File: config.mk
export PLATFORM = sky130hd
export DESIGN_NAME = riscv_fetch_unit
export DESIGN_NICKNAME = d
export VERILOG_FILES = /design/src/rtl/riscv_fetch_unit.sv
export SDC_FILE = /design/constraint.sdc
export NUM_CORES = 1
export LEC_CHECK = 0
export CAP_MARGIN = 20
export CORE_MARGIN = 2
export CORE_UTILIZATION = 29
export CTS_BUF_LIST = sky130_fd_sc_hd__clkbuf_4 sky130_fd_sc_hd__clkbuf_8
export DETAILED_ROUTE_END_ITERATION = 8
export SLEW_MARGIN = 20
export SYNTH_ARGS = -nofsm -noshare
export SYNTH_HDL_FRONTEND = slang
export SYNTH_SLANG_ARGS = --single-unit
File: constraint.sdc
create_clock -name clk -period 33 [get_ports clk]
set_input_delay 6.6 -clock clk [delete_from_list [all_inputs] [get_ports clk]]
set_output_delay 6.6 -clock clk [all_outputs]
set_load 0.01 [all_outputs]
File: src/rtl/riscv_fetch_unit.sv
// rtl/riscv_fetch_unit.sv - instruction fetch stage: PC, in-order imem requests, tagged instruction FIFO
// Optional feature macro: FETCH_MISALIGN_CHECK_EN (trap misaligned redirects instead of masking them)
module riscv_fetch_unit #(
  parameter int              XLEN       = 32,
  parameter logic [XLEN-1:0] RESET_PC   = '0,
  parameter int              FIFO_DEPTH = 4
) (
  input  logic            clk,
  input  logic            reset,
  input  logic            enable,
  output logic            imem_req,
  output logic [XLEN-1:0] imem_addr,
  input  logic            imem_gnt,
  input  logic            imem_rvalid,
  input  logic [31:0]     imem_rdata,
  input  logic            redirect_valid,
  input  logic [XLEN-1:0] redirect_pc,
  output logic            inst_valid,
  input  logic            inst_ready,
  output logic [31:0]     inst_data,
  output logic [XLEN-1:0] inst_pc,
  output logic            fetch_misaligned
);
  localparam int CW = $clog2(FIFO_DEPTH + 1);
  localparam int PW = $clog2(FIFO_DEPTH);
  localparam logic [XLEN-1:0] PC_STEP = XLEN'(4);

  logic [XLEN-1:0] fetch_pc;
  logic [XLEN-1:0] resp_pc;
  logic [CW-1:0]   outstanding;
  logic [CW-1:0]   discard;
  logic [CW-1:0]   fifo_count;
  logic [PW-1:0]   wr_ptr;
  logic [PW-1:0]   rd_ptr;
  logic [XLEN-1:0] pc_mem   [FIFO_DEPTH];
  logic [31:0]     data_mem [FIFO_DEPTH];

  logic            misaligned_q;
  logic [XLEN-1:0] target_pc;
  logic            grant;
  logic            resp;
  logic            drop;
  logic            push;
  logic            pop;
  logic [CW-1:0]   outstanding_next;
  logic [CW:0]     in_use;

`ifdef FETCH_MISALIGN_CHECK_EN
  assign target_pc = redirect_pc;

  always_ff @(posedge clk or posedge reset) begin
    if (reset) begin
      misaligned_q <= 1'b0;
    end else if (redirect_valid) begin
      misaligned_q <= |redirect_pc[1:0];
    end
  end
`else
  logic unused_redirect_low;
  assign unused_redirect_low = ^redirect_pc[1:0];
  assign target_pc           = {redirect_pc[XLEN-1:2], 2'b00};
  assign misaligned_q        = 1'b0;
`endif

  assign fetch_misaligned = misaligned_q;

  // Buffered plus in-flight words never exceed the FIFO, so a response always has a slot.
  assign in_use    = {1'b0, fifo_count} + {1'b0, outstanding};
  assign imem_req  = !reset && enable && !misaligned_q && (in_use < (CW+1)'(FIFO_DEPTH));
  assign imem_addr = {fetch_pc[XLEN-1:2], 2'b00};

  assign grant = imem_req && imem_gnt;
  assign resp  = imem_rvalid && (outstanding != '0);
  assign drop  = resp && (discard != '0);
  assign push  = resp && (discard == '0) && !redirect_valid;
  assign pop   = inst_valid && inst_ready;

  assign outstanding_next = outstanding + CW'(grant) - CW'(resp);

  assign inst_valid = (fifo_count != '0);
  assign inst_data  = data_mem[rd_ptr];
  assign inst_pc    = pc_mem[rd_ptr];

  always_ff @(posedge clk or posedge reset) begin
    if (reset) begin
      fetch_pc    <= RESET_PC;
      resp_pc     <= RESET_PC;
      outstanding <= '0;
      discard     <= '0;
    end else begin
      outstanding <= outstanding_next;
      if (redirect_valid) begin
        // Everything still in flight after this cycle belongs to the old stream.
        fetch_pc <= target_pc;
        resp_pc  <= target_pc;
        discard  <= outstanding_next;
      end else begin
        if (grant) fetch_pc <= fetch_pc + PC_STEP;
        if (push)  resp_pc  <= resp_pc + PC_STEP;
        if (drop)  discard  <= discard - CW'(1);
      end
    end
  end

  always_ff @(posedge clk or posedge reset) begin
    if (reset) begin
      wr_ptr     <= '0;
      rd_ptr     <= '0;
      fifo_count <= '0;
      for (int i = 0; i < FIFO_DEPTH; i++) begin
        pc_mem[i]   <= '0;
        data_mem[i] <= '0;
      end
    end else if (redirect_valid) begin
      wr_ptr     <= '0;
      rd_ptr     <= '0;
      fifo_count <= '0;
    end else begin
      if (push) begin
        pc_mem[wr_ptr]   <= resp_pc;
        data_mem[wr_ptr] <= imem_rdata;
        wr_ptr           <= wr_ptr + PW'(1);
      end
      if (pop) rd_ptr <= rd_ptr + PW'(1);
      fifo_count <= fifo_count + CW'(push) - CW'(pop);
    end
  end
endmodule

Word-level counts from Yosys, hierarchy flattened:

Cells that the tools add are included.
W data, S select, Z words.

* add/sub/neg operators: 10
* $lt $le $gt $ge: 4
* multiplexer cells: 21
* bitwise gates (word level): 3
* reduce and logical (&&, ||, !) cells: 20

Operators by type and width (number)
* $mux W32: 9
* $bwmux W128: 2
* $bmux W32 S2: 2
* $add A32 B3 Y32 const B: 2
* $demux W32 S2: 1
* $logic_and A1 B1 Y1: 9
* $mux W3: 3
* $reduce_bool A3 Y1: 3
* $mux W2: 4
* $reduce_bool A2 Y1: 4
* $add A3 B1 Y3: 2
* $ge A3 B3 Y1 const B: 2
* $not A2 Y3: 2
* $sub A3 B1 Y3: 2
* $add A2 B1 Y2 const B: 2
* $add A3 B3 Y4: 1
* $lt A4 B3 Y1 const B: 1
* $logic_not A3 Y1: 1
* $lt A3 B1 Y1 const B: 1
* $sub A3 B1 Y3 const B: 1
* $logic_not A1 Y1: 2
* $reduce_and A2 Y1: 1
* $not A1 Y1: 1

* register bits: 333
* input bits: 71
* output and inout bits: 99
* word-level logic and storage cells: 73

Longest topological paths before layout:

Gate-level depths: netlist of run 1.

* depth after elaboration: 7
* depth in mapped cells: 12
* depth with buffers taken out: 11

Least setup slack after synthesis of run 1:

No wires, ideal clock.

* path kind: input to output
* from: input reset
* to: output imem_req
* arrival: 7155 ps
* data required time: 26400 ps
* path slack: 19245 ps
* stages: 2
* buffers on the path: 0
* path through: nor3b_1 > and3_1

* cells in the longest elaborated chain, start to end: 3

RTL lines
* start, declared: line 9 `input logic reset,`
* $logic_not A1 Y1 (no line)
* $logic_and A1 B1 Y1 (2 in series): line 69 `assign imem_req = !reset && enable && !misaligned_q && (in_use < (CW+1)'(FIFO_DEPTH));`
* end, declared: line 11 `output logic imem_req,`

No other way between the ends.

Final worst setup path of run 1:

Same ends and word-level chain as after synthesis.

==> results_dict.tcl, run 1 <==
set metrics [dict create \
    layout.cells.non_filler 2027 \
    drive_above_1_share 0.337 \
    dp.cells 1921 \
    synthArstFlopShare 1.00 \
    synth-seq-cells 321 \
    yosys.area.top_type "dfrtp_1" \
    synth-edff-count 0 \
    grt_max_degree 102 \
    netlist_area_mm2 0.0153 \
    synth_cells 1141 \
    clock_latency_ns 0.66 \
    clockBufferDepth 3 \
    start_util 0.292 \
    min_path_type "register to register" \
    cts_max_level 2 \
    max_freq_mhz 67.2 \
    globalRouteTotalUtil 0.144 \
    cts_resized 0 \
    cp_data_arrival_time_ns 8.28 \
    finalSetupViolCount 0 \
    numCtsBuffers 60 \
    dp_hpwl_mm 24.8 \
    core_area_mm2 0.0522 \
    outcome "completed" \
    area_delta_synth_final_pct 23.1 \
    detail_route.wl_per_cell_um 19.1 \
    fin_nets 1383 \
    met3WireLength_mm 2.23 \
    root_buffer "clkbuf_8" \
    port_buffers 162 \
    drt-met1-wl_mm 17.4 \
    power_density_mw_per_mm2 73.7 \
    die_h_um 233 \
    max_slew_margin 0.353 \
    rows 84 \
    drc_errors 0 \
    antenna_found_initial 0 \
    post_cts_buffers 0 \
    synth_area_leaders "dfrtp_1 53%, mux2_2 19%, mux4_2 9.2%" \
    yosys.area.top_type_share 0.526 \
    fin_crit_ns 14.88 \
    io_pins 170 \
    worst_pin_slew_ns 0.971 \
    skew_ns 0.0311 \
    grt_pass1_vias 10700 \
    mostFrequentLayoutCells "319 x dfrtp_1, 253 x mux2_2, 161 x clkdlybuf4s50_1" \
    critPathCaptureType "output pin" \
    top_layer "met4" \
    grt-ovfl-total 0 \
    die_w_um 233 \
    drv_cap 0 \
    slew_violations 0 \
    yosys_warnings 0 \
    cts_num_sinks 321 \
    path_class "primary input to output pin" \
    diodes 0 \
    viasPerCell 5.03 \
    setup_tns_ns 0 \
    ctsHoldBuffers 0 \
    routabilityCongestion 0.829 \
    die_area_mm2 0.0545 \
    start_kind "primary input" \
    drtPass1Iterations 4 \
    grt_pass1_wl_mm 61.1 \
    ys.flop_type "dfrtp_1" \
    drt_iter0_drc 596 \
    final_antenna_net_count 0 \
    synthDistinctLibCells 49 \
    irDropWorstVdd_v 0.0000349 \
    rrSetupSlack_ns 29.43 \
    finalWirelength_mm 38.8 \
    cts_tree "done" \
    final_common_cell "dfrtp_1" \
    grt_setup_unrepaired "false" \
    routed-via-count 10200 \
    finalCritPeriodShare 0.451 \
    clk_pin_slew_ns 0.06 \
    critPathRequiredTime_ns 26.40 \
    syn_area_per_cell_um2 13.4 \
    leakage_uw 0.00801 \
    hold_viol 0 \
    route.met2.wl_mm 18.3 \
    crit_fanout 4 \
    ys_seq_area_frac 0.526 \
]
==> stage by stage <==
| stage | power (uW) | worst slack (ns) | utilization | hold WS, ns | instance area [um2] |
|---|---|---|---|---|---|
| final | 1380 | 18.12 | 0.360 | 0.499 | 18800 |
| after global routing | 1470 | 17.98 | 0.360 | 0.509 | 18800 |
| after CTS | 1410 | 18.11 | 0.359 | 0.503 | 18800 |
| after detailed placement | 995 | 18.12 | 0.335 | 0.490 | 17500 |
| after global placement | 981 | 18.11 | 0.335 | 0.484 | 17500 |
| after floorplan | 793 | 17.52 | - | 0.475 | 15300 |
==> worst max-delay path, stage by stage <==
cell and delay, ns:
clkdlybuf4s50_1 0.51, nor3b_1 0.41, and3_1 0.22, clkdlybuf4s50_1 0.54
==> metal layers <==
layer  global-route usage  up-vias
li1                     -     4583
met1                0.190     5284
met2                0.229      266
met3               0.0389       57
met4               0.0441        0
met5                    0        -
==> report_power, final <==
part | switching (uW) | internal [uW]
clock | 171 | 234
combinational | 176 | 258
sequential | 66.2 | 479
total | 413 | 971
==> Yosys cell counts (9+ instances only) <==
library cell  count
nor3_1           17
or3_1            11
mux2_2          253
or4_1            24
buf_2            26
nor2_1           48
dfrtp_1         321
nand4_1          23
clkbuf_1         39
nor4_1           20
buf_1            14
and3_1            9
o31ai_1          27
mux4_2           62
xnor2_1           9
a31oi_1          24
inv_1            26
nand3_1          24
a211oi_1         18
nand2_1          34
o21ai_0          15
a21oi_1          10
ha_1             14
==> area by class of cell <==
class	instances	area, um2
inverter	27	109
fill	5009	33500
tap	688	861
sequential	321	8040
clock inverter	13	130
timing repair buffer	175	1730
multi-input combinational	711	6790
clock buffer	92	1130
==> kinds of logic after synthesis <==
group,count (synthesis),synth area share
flip-flops,321,0.526
XOR/XNOR,15,0.00861
adder cells (fa/ha/maj),16,0.0141
other,1,0.000246
AND/OR/NAND/NOR,244,0.0877
multiplexers,319,0.281
buffers and inverters,113,0.0317
AO/OA/AOI/OAI,112,0.0503
==> state kept, by name, indices dropped and copies added, names as in the netlist <==
signal       count
wr_ptr           2
fifo_count       3
pc_mem         120
discard          3
outstanding      3
resp_pc         30
data_mem       128
fetch_pc        30
rd_ptr           2
==> worst paths after layout <==
kind                                 end     startpoint  cells after the start
setup / recovery                imem_req          reset                      4
hold / removal             data_mem[119]  data_mem[119]                      1
setup reg to reg           data_mem[125]     discard[0]                      7
hold reg to reg            data_mem[119]  data_mem[119]                      1
max in group asynchronous   data_mem[22]          reset                      4
min in group asynchronous    fetch_pc[3]          reset                      2
Power figures use the tool's default switching activity.
==> run 2, diff against run 1 <==
==> constraint.sdc (replaced) <==
create_clock -name clk -period 12 [get_ports clk]
set_input_delay 2.4 -clock clk [delete_from_list [all_inputs] [get_ports clk]]
set_output_delay 2.4 -clock clk [all_outputs]
set_load 0.01 [all_outputs]
==> run 2 against run 1 <==
Sequential share of layout area fell by 0.11 points. Sequential cell count stayed put. Design area grew 0.25%. Setup slack worse by 13 ns. Non-clock buffer count shrank 1. Via count fell by 0.59%. Critical path depth stayed put. Worst hold slack better by 0.0013 ns. First-iteration DRC count rose by 0.50%. Sequential power grew to 2.8 times the previous value. Critical path type unchanged. Largest cell class unchanged. Highest routed layer unchanged.
==> results_dict.tcl, run 2 (synthesis gave the netlist of run 1 again) <==
set metrics [dict create \
    final_antenna_net_count 0 \
    die_h_um 233 \
    max_slew_margin 0.304 \
    grt_pass1_wl_mm 61.3 \
    start_kind "primary input" \
    slowest_stage "clkdlybuf4s50_1" \
    drt_iter0_drc 599 \
    fin_crit_ns 6.51 \
    finalSetupViolCount 0 \
    crit_chain "clkdlybuf4s50_1 > nor3b_1 > and3_1 > clkdlybuf4s50_1" \
    drc_errors 0 \
    min_path_type "register to register" \
    setup_tns_ns 0 \
    die_area_mm2 0.0545 \
    path_class "primary input to output pin" \
    largest-register "data_mem" \
    largestRegisters "data_mem (128), pc_mem (120)" \
    max_stage_delay_ns 0.55 \
    root_buffer "clkbuf_8" \
    clock_latency_ns 0.64 \
    grt_use_met1 0.194 \
    fin_nets 1381 \
    detail_route.wl_per_cell_um 19.0 \
    cp.buffers_inverters 2 \
    power_density_mw_per_mm2 203 \
    hold_viol 0 \
    cts_max_level 2 \
    drive_above_1_share 0.338 \
    crit_family "buffers and inverters" \
    grt_max_degree 93 \
    grt-ovfl-total 0 \
    netSwitchingFraction 0.294 \
    cts_tree "done" \
    irDropWorstVdd_v 0.0000952 \
    core_area_mm2 0.0522 \
    critPathCaptureType "output pin" \
    globalRouteTotalUtil 0.144 \
    cp_common_cell "clkdlybuf4s50_1" \
    grt_use_met2 0.231 \
    cts_resized 0 \
    grt_setup_unrepaired "false" \
    rrSetupSlack_ns 8.20 \
    crit_fanout 4 \
    slew_violations 0 \
    rows 84 \
    viasPerCell 4.99 \
    layout.cells.non_filler 2029 \
    diodes 0 \
    critPathRequiredTime_ns 9.60 \
    grt_pass1_vias 10600 \
    worstRegToRegCells 7 \
    clk_pin_slew_ns 0.06 \
    area_delta_synth_final_pct 23.4 \
    p_seq_frac 0.392 \
    drtPass1Iterations 5 \
    busiest_layer "met2" \
    io_pins 170 \
    timing.rr.end "data_mem[83]" \
    finalCritPeriodShare 0.543 \
    routabilityCongestion 0.809 \
    cp_data_arrival_time_ns 4.11 \
    rr_startpoint "discard[0]" \
    skew_ns 0.0341 \
    min_to "data_mem[41]" \
    dp_hpwl_mm 24.6 \
    p_int_uw 2700 \
    dp.cells 1921 \
    max_freq_mhz 154 \
    drv_cap 0 \
    largest_reg_flops 128 \
    post_cts_buffers 0 \
    clockBufferDepth 3 \
    cts_num_sinks 321 \
    numCtsBuffers 59 \
    met3_usage 0.0333 \
    combinationalPowerShare 0.311 \
    power_uw 3830 \
    die_w_um 233 \
    port_buffers 162 \
    outcome "completed" \
    antenna_found_initial 0 \
    clkPwrFrac 0.298 \
    min_path_cells 1 \
    start_util 0.292 \
    finalWirelength_mm 38.5 \
    ctsHoldBuffers 0 \
    worst_pin_slew_ns 1.04 \
    leakage_uw 0.00804 \
    final_common_cell "dfrtp_1" \
    p_sw_uw 1120 \
    routed-via-count 10100 \
    mostFrequentLayoutCells "319 x dfrtp_1, 253 x mux2_2, 161 x clkdlybuf4s50_1" \
    hold_path_startpoint "data_mem[41]" \
]
run 2: power by group through the flow:
stage                     sequential (uW)  clock (uW)  combinational (uW)
after global placement               1500           0                1200
after detailed placement             1520           0                1220
after global routing                 1540        1240                1290
after floorplan                      1440           0                 746
final                                1500        1140                1190
after CTS                            1500        1190                1220
run 2: layout make-up:
type	instances	area, um2
Fill cell	5061	33400
Sequential cell	321	8040
Multi-Input combinational cell	711	6790
Timing Repair Buffer	174	1710
Clock buffer	96	1210
Tap cell	688	861
Clock inverter	12	116
Inverter	27	109
run 2: routing by layer:
metal | vias to the layer above | part of all wire
li1 | 4588 | -
met1 | 5214 | 0.45
met2 | 264 | 0.47
met3 | 64 | 0.057
met4 | 0 | 0.022
met5 | - | 0
run 2: worst max path at each step:
stage | from | end | slack (ns) | cells after the start
6_report | reset | imem_req | 5.49 | 4
5_1_grt | reset | imem_req | 5.39 | 4
4_1_cts | reset | imem_req | 5.51 | 4
3_5_place_dp | reset | imem_req | 5.53 | 4
3_3_place_gp | reset | imem_req | 5.51 | 4
2_1_floorplan | reset | data_mem[0] | 0.72 | 1
run 2: per-stage QoR:
stage | setup slack (ns) | hold slack [ns] | area, um2 | util
after detailed placement | 5.53 | 0.490 | 17500 | 0.335
after global routing | 5.39 | 0.509 | 18800 | 0.361
after global placement | 5.51 | 0.484 | 17500 | 0.335
after floorplan | 0.715 | 0.475 | 15300 | -
final | 5.49 | 0.500 | 18800 | 0.361
after CTS | 5.51 | 0.504 | 18800 | 0.360
==> run 3, diff against run 2 <==
==> constraint.sdc (replaced) <==
create_clock -name clk -period 5.68 [get_ports clk]
set_input_delay 1.136 -clock clk [delete_from_list [all_inputs] [get_ports clk]]
set_output_delay 1.136 -clock clk [all_outputs]
set_load 0.01 [all_outputs]
==> run 3 against run 2 <==
Worst hold slack worse by 0.0016 ns. Critical endpoint is now inst_pc[20]. Clock-buffer cell count down 8. Sequential cell count unchanged. Largest cell class unchanged. Clock power up 96%. Largest power group unchanged. Core utilization down 0.060 points. Highest routed layer unchanged. Non-clock buffer count up 2. Critical path type is now register to output pin.
==> results_dict.tcl, run 3 (synthesis gave the netlist of run 1 again) <==
set metrics [dict create \
    setup_tns_ns 0 \
    fin_nets 1382 \
    start_util 0.292 \
    core_area_mm2 0.0522 \
    root_buffer "clkbuf_8" \
    antenna_found_initial 0 \
    detail_route.wl_per_cell_um 18.8 \
    cts_max_level 2 \
    clk_pin_slew_ns 0.06 \
    largest_reg_flops 128 \
    mostFrequentLayoutCells "319 x dfrtp_1, 253 x mux2_2, 161 x clkdlybuf4s50_1" \
    hold_viol 0 \
    die_area_mm2 0.0545 \
    ctsHoldBuffers 0 \
    power_density_mw_per_mm2 422 \
    routed-via-count 10100 \
    grt_pass1_wl_mm 60.0 \
    layout.cells.non_filler 2025 \
    drt-met1-wl_mm 17.8 \
    cp_data_arrival_time_ns 3.14 \
    clockBufferDepth 3 \
    area_delta_synth_final_pct 23.2 \
    die_w_um 233 \
    drt_iter0_drc 547 \
    grt_pass1_vias 10500 \
    finalWirelength_mm 38.1 \
    die_h_um 233 \
    crit_path_start "rd_ptr[0]" \
    outcome "completed" \
    cts_resized 0 \
    whs_ns 0.499 \
    met3WireLength_mm 2.15 \
    dp_slack_ns 1.18 \
    finalCritPeriodShare 0.753 \
    diodes 0 \
    rr_startpoint "discard[0]" \
    numCtsBuffers 58 \
    io_pins 170 \
    post_cts_buffers 0 \
    final_antenna_net_count 0 \
    routabilityCongestion 0.795 \
    grt_max_degree 112 \
    globalRouteTotalUtil 0.141 \
    drive_above_1_share 0.336 \
    port_buffers 162 \
    min_path_type "register to register" \
    setup_ws_ns 1.40 \
    grt_setup_unrepaired "false" \
    largestRegisters "data_mem (128), pc_mem (120)" \
    path_class "register to output pin" \
    fin_crit_ns 4.28 \
    drtPass1Iterations 5 \
    max_slew_margin 0.314 \
    drc_errors 0 \
    rows 84 \
    clock_latency_ns 0.65 \
    largest-register "data_mem" \
    cts_tree "done" \
    irDropWorstVdd_v 0.000221 \
    start_kind "register" \
    timing.rr.end "pc_mem[25]" \
    slew_violations 0 \
    route.met2.wl_mm 17.5 \
    skew_ns 0.0395 \
    final_core_util 0.360 \
    critPathCaptureType "output pin" \
    dp_hpwl_mm 24.5 \
    viasPerCell 5.01 \
    critPathRequiredTime_ns 4.54 \
    drv_cap 0 \
    cts_num_sinks 321 \
    crit_fanout 41 \
    worstRegToRegCells 7 \
    worst_pin_slew_ns 1.03 \
    top_layer "met4" \
    rrSetupSlack_ns 2.24 \
    max_freq_mhz 234 \
    dp.cells 1923 \
    fillers 5015 \
    worstSetupEndpoint "inst_pc[20]" \
    finalSetupViolCount 0 \
    grt-ovfl-total 0 \
    leakage_uw 0.00801 \
    final_common_cell "dfrtp_1" \
]
-- run 3: changes by cell type in the layout (fill, tap and decap cells not counted), moves of 2 or more --
cell / delta
clkbuf_4: -2
clkinv_2: +2
buf_4: -3
buf_6: -2
bufinv_16: -2
buf_12: +7
clkbuf_8: -6
-- run 3: per-layer routing --
layer | up-vias | global-route usage
li1 | 4581 | -
met1 | 5248 | 0.194
met2 | 262 | 0.223
met4 | 0 | 0.0451
met3 | 58 | 0.0302
met5 | - | 0
-- run 3: critical path: stages (launching register included) --
cell and delay (ns):
dfrtp_4 1.04, buf_12 0.33, mux4_2 0.53, clkdlybuf4s50_1 0.58
-- run 3: how the worst min path moves through the flow --
stage                             from      endpoint  cells after the start
after floorplan           data_mem[32]  data_mem[32]                      1
after global placement    data_mem[80]  data_mem[80]                      1
after detailed placement    pc_mem[62]    pc_mem[62]                      1
after CTS                   pc_mem[62]    pc_mem[62]                      1
after global routing        pc_mem[24]    pc_mem[24]                      1
final                       pc_mem[57]    pc_mem[57]                      1
-- run 3: power by group --
group	switching [uW]	internal [uW]
sequential	423	2780
clock	989	1250
combinational	978	1510
-- run 3: per-stage QoR --
step,area [um2],total power (uW)
finish,18800,7930
global route,18800,8430
CTS,18800,8090
detailed placement,17600,5790
global placement,17600,5720
floorplan,15300,4610
-- run 3: final cells by class --
class | instances | area [um2] | area share
multi-input combinational | 711 | 6790 | 0.361
clock inverter | 14 | 91.3 | 0.00486
inverter | 27 | 105 | 0.00559
clock buffer | 88 | 1110 | 0.0591
timing repair buffer | 176 | 1810 | 0.0962
sequential | 321 | 8040 | 0.428
tap | 688 | 861 | 0.0458
